==> src/rtl/sr_cmd_gen.sv <==
// Debounced set/clear command generator for a downstream SR flip-flop: two synchronized,
// debounced button channels producing one-cycle s/r pulses, clear winning on a tie.
// Optional build macro SR_CMD_CONFLICT_CNT_EN adds a saturating conflict_cnt output.
module sr_cmd_gen #(
  parameter int unsigned DEB_CYCLES = 4
) (
  input  logic       clk,
  input  logic       reset,
  input  logic       set_btn,
  input  logic       clr_btn,
  output logic       s,
  output logic       r,
  output logic       conflict
`ifdef SR_CMD_CONFLICT_CNT_EN
  ,
  output logic [7:0] conflict_cnt
`endif
);

  localparam int unsigned CW = $clog2(DEB_CYCLES);
  localparam logic [CW-1:0] CNT_LAST = CW'(DEB_CYCLES - 1);

  // Channel 0 is set, channel 1 is clear.
  logic [1:0]    raw;
  logic [1:0]    sync1;
  logic [1:0]    sync2;
  logic [1:0]    deb;
  logic [1:0]    deb_d;
  logic [CW-1:0] cnt [2];
  logic [1:0]    rise;

  assign raw  = {clr_btn, set_btn};
  assign rise = deb & ~deb_d;

  // NOTE: all state below uses non-blocking assignments so every register samples
  // pre-edge values; blocking here would collapse the synchronizer into one flop.
  always_ff @(posedge clk) begin
    if (reset) begin
      sync1    <= '0;
      sync2    <= '0;
      deb      <= '0;
      deb_d    <= '0;
      s        <= 1'b0;
      r        <= 1'b0;
      conflict <= 1'b0;
      for (int ch = 0; ch < 2; ch++) cnt[ch] <= '0;
    end else begin
      sync1 <= raw;
      sync2 <= sync1;
      deb_d <= deb;
      for (int ch = 0; ch < 2; ch++) begin
        // A level change is accepted only after DEB_CYCLES consecutive disagreeing samples.
        if (sync2[ch] != deb[ch]) begin
          if (cnt[ch] == CNT_LAST) begin
            deb[ch] <= ~deb[ch];
            cnt[ch] <= '0;
          end else begin
            cnt[ch] <= cnt[ch] + 1'b1;
          end
        end else begin
          cnt[ch] <= '0;
        end
      end
      // Clear wins a simultaneous rise so the flip-flop never sees s=r=1.
      s        <= rise[0] & ~rise[1];
      r        <= rise[1];
      conflict <= rise[0] & rise[1];
    end
  end

`ifdef SR_CMD_CONFLICT_CNT_EN
  always_ff @(posedge clk) begin
    if (reset) begin
      conflict_cnt <= '0;
    end else if (conflict && (conflict_cnt != 8'hFF)) begin
      conflict_cnt <= conflict_cnt + 8'd1;
    end
  end
`endif

endmodule

==> config.mk <==
export PLATFORM = sky130hd
export DESIGN_NAME = sr_cmd_gen
export DESIGN_NICKNAME = d
export VERILOG_FILES = /design/src/rtl/sr_cmd_gen.sv
export SDC_FILE = /design/constraint.sdc
export NUM_CORES = 1
export LEC_CHECK = 0
export ABC_AREA = 1
export BUFFER_PORTS_ARGS = -buffer_cell sky130_fd_sc_hd__buf_2
export CAP_MARGIN = 20
export CORE_AREA = 5 5 42 44
export CTS_BUF_LIST = sky130_fd_sc_hd__clkbuf_2 sky130_fd_sc_hd__clkbuf_4 sky130_fd_sc_hd__clkbuf_8
export CTS_CLUSTER_DIAMETER = 100
export CTS_CLUSTER_SIZE = 30
export DETAILED_ROUTE_END_ITERATION = 8
export DIE_AREA = 0 0 47 49
export PLACE_DENSITY = 0.7
export SLEW_MARGIN = 20
export SYNTH_ARGS = -nofsm -noshare
export SYNTH_HDL_FRONTEND = slang
export SYNTH_SLANG_ARGS = --single-unit
==> constraint.sdc <==
create_clock -name clk -period 0.89 [get_ports clk]
set_input_delay 0.0445 -clock clk [delete_from_list [all_inputs] [get_ports clk]]
set_output_delay 0.0445 -clock clk [all_outputs]
set_load 0.005 [all_outputs]
# Word-level counts from Yosys, hierarchy flattened
# Memories as Yosys holds them, arrays and structs flattened.
# Index checks and enable logic that the tools add are counted.
[totals] register_bits=11 inputBits=4 out_inout_bits=3 memories=1 mem_bits_rw=4
[mem_list] name="cnt" words=2 width=2 rd=2 rd_ports_with_merged_regs=0 wr=2 line="29" source="logic [CW-1:0] cnt [2];"
[classes] bitwise_logic=13 n_reduce_logical=2 add_sub_neg=2 n_eq_ne=4 mux=30
[ops] cell="$mux 1" n=24
[ops] cell="$mux 2" n=6
[ops] cell="$or 1x1->1" n=6
[ops] cell="$add 2x1->2 const B" n=2
[ops] cell="$eq 2x2->1 const B" n=2
[ops] cell="$reduce_and 2->1" n=2
[ops] cell="$not 1->1" n=3
[ops] cell="$and 1x1->1" n=2
[ops] cell="$and 2x2->2" n=1
[ops] cell="$ne 1x1->1" n=2
[ops] cell="$not 2->2" n=1

# Longest topological paths before layout
[logic_depth] depth_word=8 ltp_mapped=4

# Worst setup path before layout
# No wires, ideal clock.
[synth_timing] kind="reg2reg" start="memory cnt[0][0] (netlist name)" end="memory cnt[0][1] (netlist name) (data pin)" path_stages_with_launch=4 slack_ns=-0.093 arrival_time_ns=0.731 period_less_slack_ns=0.983 path_cell_list="edfxtp_1 > ha_1 > inv_1 > nor2_1"
[synth_rtl] element="start: declaration" line="29"

==> impl_metrics.env <==
export IMPL_path_buf_inv=0
export IMPL_violations="negative setup slack"
export IMPL_synthFlopType="dfxtp_1"
export IMPL_grt_pass1_wl_um=1300
export IMPL_hold_viol=0
export IMPL_synthAdderAreaFrac=0.0458
export IMPL_avgSynthCellArea_sq_um=8.82
export IMPL_viasPerCell=4.05
export IMPL_sequentialPowerShare=0.605
export IMPL_multi_input_area_sq_um=161
export IMPL_fillers=137
export IMPL_grt_max_degree=12
export IMPL_r2r_end="cnt[0][0]$_SDFFCE_PP0P_"
export IMPL_r2r_start="cnt[0][0]$_SDFFCE_PP0P_"
export IMPL_slowest_delay_ns=0.39
export IMPL_setup_viol=6
export IMPL_ys_ff_latch=15
export IMPL_finClkSkew_ns=0.00327
export IMPL_grt_overflow=0
export IMPL_cts_buffer_depth=2
export IMPL_cts_tree="yes"
export IMPL_endpoint_kind="register"
export IMPL_arrival_ns=1.13
export IMPL_dieArea_sq_um=2300
export IMPL_gp_congestion=0.629
export IMPL_ys_top_cells_by_area="dfxtp_1 40%, edfxtp_1 22%, nor2_1 14%"
export IMPL_synth_edf_count=4
export IMPL_dr_total_vias=393
export IMPL_irDropWorstVdd_uv=980
export IMPL_synth_top_cell_area_share=0.403
export IMPL_rows=14
export IMPL_fmax_mhz=1010
export IMPL_crit_fanout=2
export IMPL_drc=0
export IMPL_synth_top_family_by_area="simple AND/OR/NAND/NOR gates"
export IMPL_grt_antenna_before_repair=0
export IMPL_p_int_mw=0.976
export IMPL_cts_sinks=15
export IMPL_yosys_area_top_type="dfxtp_1"
export IMPL_yosysWarnings=0
export IMPL_synthCells=62
export IMPL_leakage_nw=0.335
export IMPL_clk_pin_slew_ns=0.08
export IMPL_pin_count=7
export IMPL_rsz0062_at_grt="yes"
export IMPL_whs_ns=0.0679
export IMPL_status="finished, violations left"
export IMPL_clock_root_buffer="clkbuf_4"
export IMPL_synth_compound_area_frac=0
export IMPL_power_density_nw_per_um2=1760
export IMPL_path_cells="ha_2 -> nor2_1 -> nand3_1 -> nor2_1"
export IMPL_drtIter0Drc=3
export IMPL_power_share_clock=0.322
export IMPL_yosysUniqueCellTypes=10
export IMPL_die_x_um=47
export IMPL_regArea_sq_um=340
export IMPL_hp_class="in -> reg"
export IMPL_ff2ff_path_depth=4
export IMPL_port_buffers=6
export IMPL_fin_ws_ns=-0.103
export IMPL_fp_coreArea_sq_um=1400
export IMPL_drt_pre_antenna_iters=4
export IMPL_routed_wl_um=716
export IMPL_cts_max_level=1
export IMPL_sw_frac_of_total=0.201
export IMPL_area_growth_pct=26.5
export IMPL_synth_top_cells_by_count="20 x nor2_1, 14 x inv_1, 11 x dfxtp_1"
export IMPL_diodes=0
export IMPL_worst_setup_path_type="reg -> reg"
export IMPL_cp_start_kind="register"
export IMPL_fin_crit_sh=1.12
export IMPL_final_nets=88
export IMPL_routedWlPerCell_um=7.38
export IMPL_synth_most_common_cell="nor2_1"
export IMPL_drv_slew=0
export IMPL_p_comb_frac=0.072
export IMPL_netlist_area_sq_um=547
export IMPL_antenna_left=0
export IMPL_synthMuxAreaShare=0
export IMPL_grt_pass1_vias=339
export IMPL_grt_total_usage=0.0778
export IMPL_cp_slowest_cell="edfxtp_1"
export IMPL_crit_start="cnt[0][0]$_SDFFCE_PP0P_"
export IMPL_r2r_slack_ns=-0.10
export IMPL_fin_total_pwr_mw=1.22
export IMPL_required_ns=1.03
export IMPL_drive_above_1_share=0.247
export IMPL_fin_crit_ns=0.993
export IMPL_synth_xor_area_frac=0
export IMPL_async_flop_share=0
export IMPL_min_from="reset"
export IMPL_cap_viol_max_count=0
export IMPL_synthSimpleGateAreaFrac=0.208
export IMPL_cpMostUsedCell="nor2_1"
export IMPL_path_delay_family="flip-flops"
export IMPL_hold_depth=2
export IMPL_whs_endpoint="sync2[0]$_SDFF_PP0_"
export IMPL_start_util=0.390
export IMPL_cts_buffers=3
export IMPL_synth_seq_area_share=0.622
export IMPL_clock_latency_ns=0.27
export IMPL_die_h_um=49
export IMPL_power_net_switching_mw=0.245
export IMPL_hpwl_um=550
-- flip-flops by register name, indices dropped and copies added, names as in the netlist --
| register | flops |
|---|---|
| cnt | 4 |
| conflict | 1 |
| deb | 2 |
| deb_d | 2 |
| r | 1 |
| s | 1 |
| sync1 | 2 |
| sync2 | 2 |
-- power by group through the flow --
| stage | combinational [mW] | sequential (mW) | clock (mW) |
|---|---|---|---|
| final | 0.0882 | 0.739 | 0.393 |
| after global routing | 0.106 | 0.743 | 0.450 |
| after CTS | 0.0883 | 0.739 | 0.413 |
| after detailed placement | 0.0786 | 0.755 | 0 |
| after global placement | 0.0756 | 0.754 | 0 |
| after floorplan | 0.0541 | 0.753 | 0 |
-- timing repair --
| action | CTS | global route |
|---|---|---|
| hold endpoints to repair | 2 | 0 |
| buffers inserted | 1 | 0 |
| endpoints found under the setup margin | 6 | 7 |
| resized for setup | 0 | 3 |
| hold buffers | 2 | 0 |
| pin swaps | 4 | 0 |
-- logic make-up after synthesis --
logic type | count (synthesis)
buffers and inverters | 15
AND/OR/NAND/NOR | 29
flip-flops | 15
adder cells (fa/ha/maj) | 2
other | 1
-- final cells by class --
| class | count | share of cell area |
|---|---|---|
| Timing Repair Buffer | 13 | 0.127 |
| Clock buffer | 4 | 0.0434 |
| Sequential cell | 15 | 0.492 |
| Multi-Input combinational cell | 35 | 0.233 |
| Tap cell | 16 | 0.0289 |
| Inverter | 14 | 0.0759 |
-- metrics by stage --
stage	TNS (ns)	setup slack (ns)	cells	utilization	cell area, sq um
after floorplan	-0.202	-0.0530	65	-	563
after global placement	-0.397	-0.0897	90	0.451	632
after detailed placement	-0.591	-0.116	90	0.451	632
after CTS	-0.629	-0.116	97	0.492	689
after global routing	-1.03	-0.199	97	0.494	692
final	-0.521	-0.103	97	0.494	692
-- routing by layer --
| layer | wire (um) | track usage |
|---|---|---|
| met1 | 322 | 0.0986 |
| met2 | 322 | 0.109 |
| met3 | 71 | 0.0554 |
| met4 | 0 | 0.0138 |
| met5 | 0 | 0 |
-- cells in the final DEF (no fill, tap or decap) --
cell           netlist  final
inv_2                0      2
clkbuf_4             0      4
nor3_1               2      2
conb_1               1      4
nand2_1              5      5
buf_2                0      6
ha_2                 0      2
inv_1               14     12
dlygate4sd3_1        0      2
edfxtp_1             4      4
dfxtp_1             11     11
nor2_2               0      1
nand3_1              2      2
buf_4                0      5
nor2_1              20     19
-- worst max-delay path by stage --
stage / end / cells after the start
after floorplan: cnt[0][1]$_SDFFCE_PP0P_ / 3
after global placement: cnt[0][0]$_SDFFCE_PP0P_ / 4
after detailed placement: cnt[0][0]$_SDFFCE_PP0P_ / 4
after CTS: cnt[0][0]$_SDFFCE_PP0P_ / 4
after global routing: cnt[1][0]$_SDFFCE_PP0P_ / 4
final: cnt[0][0]$_SDFFCE_PP0P_ / 4
No activity file was read; power rests on OpenSTA's default activity.
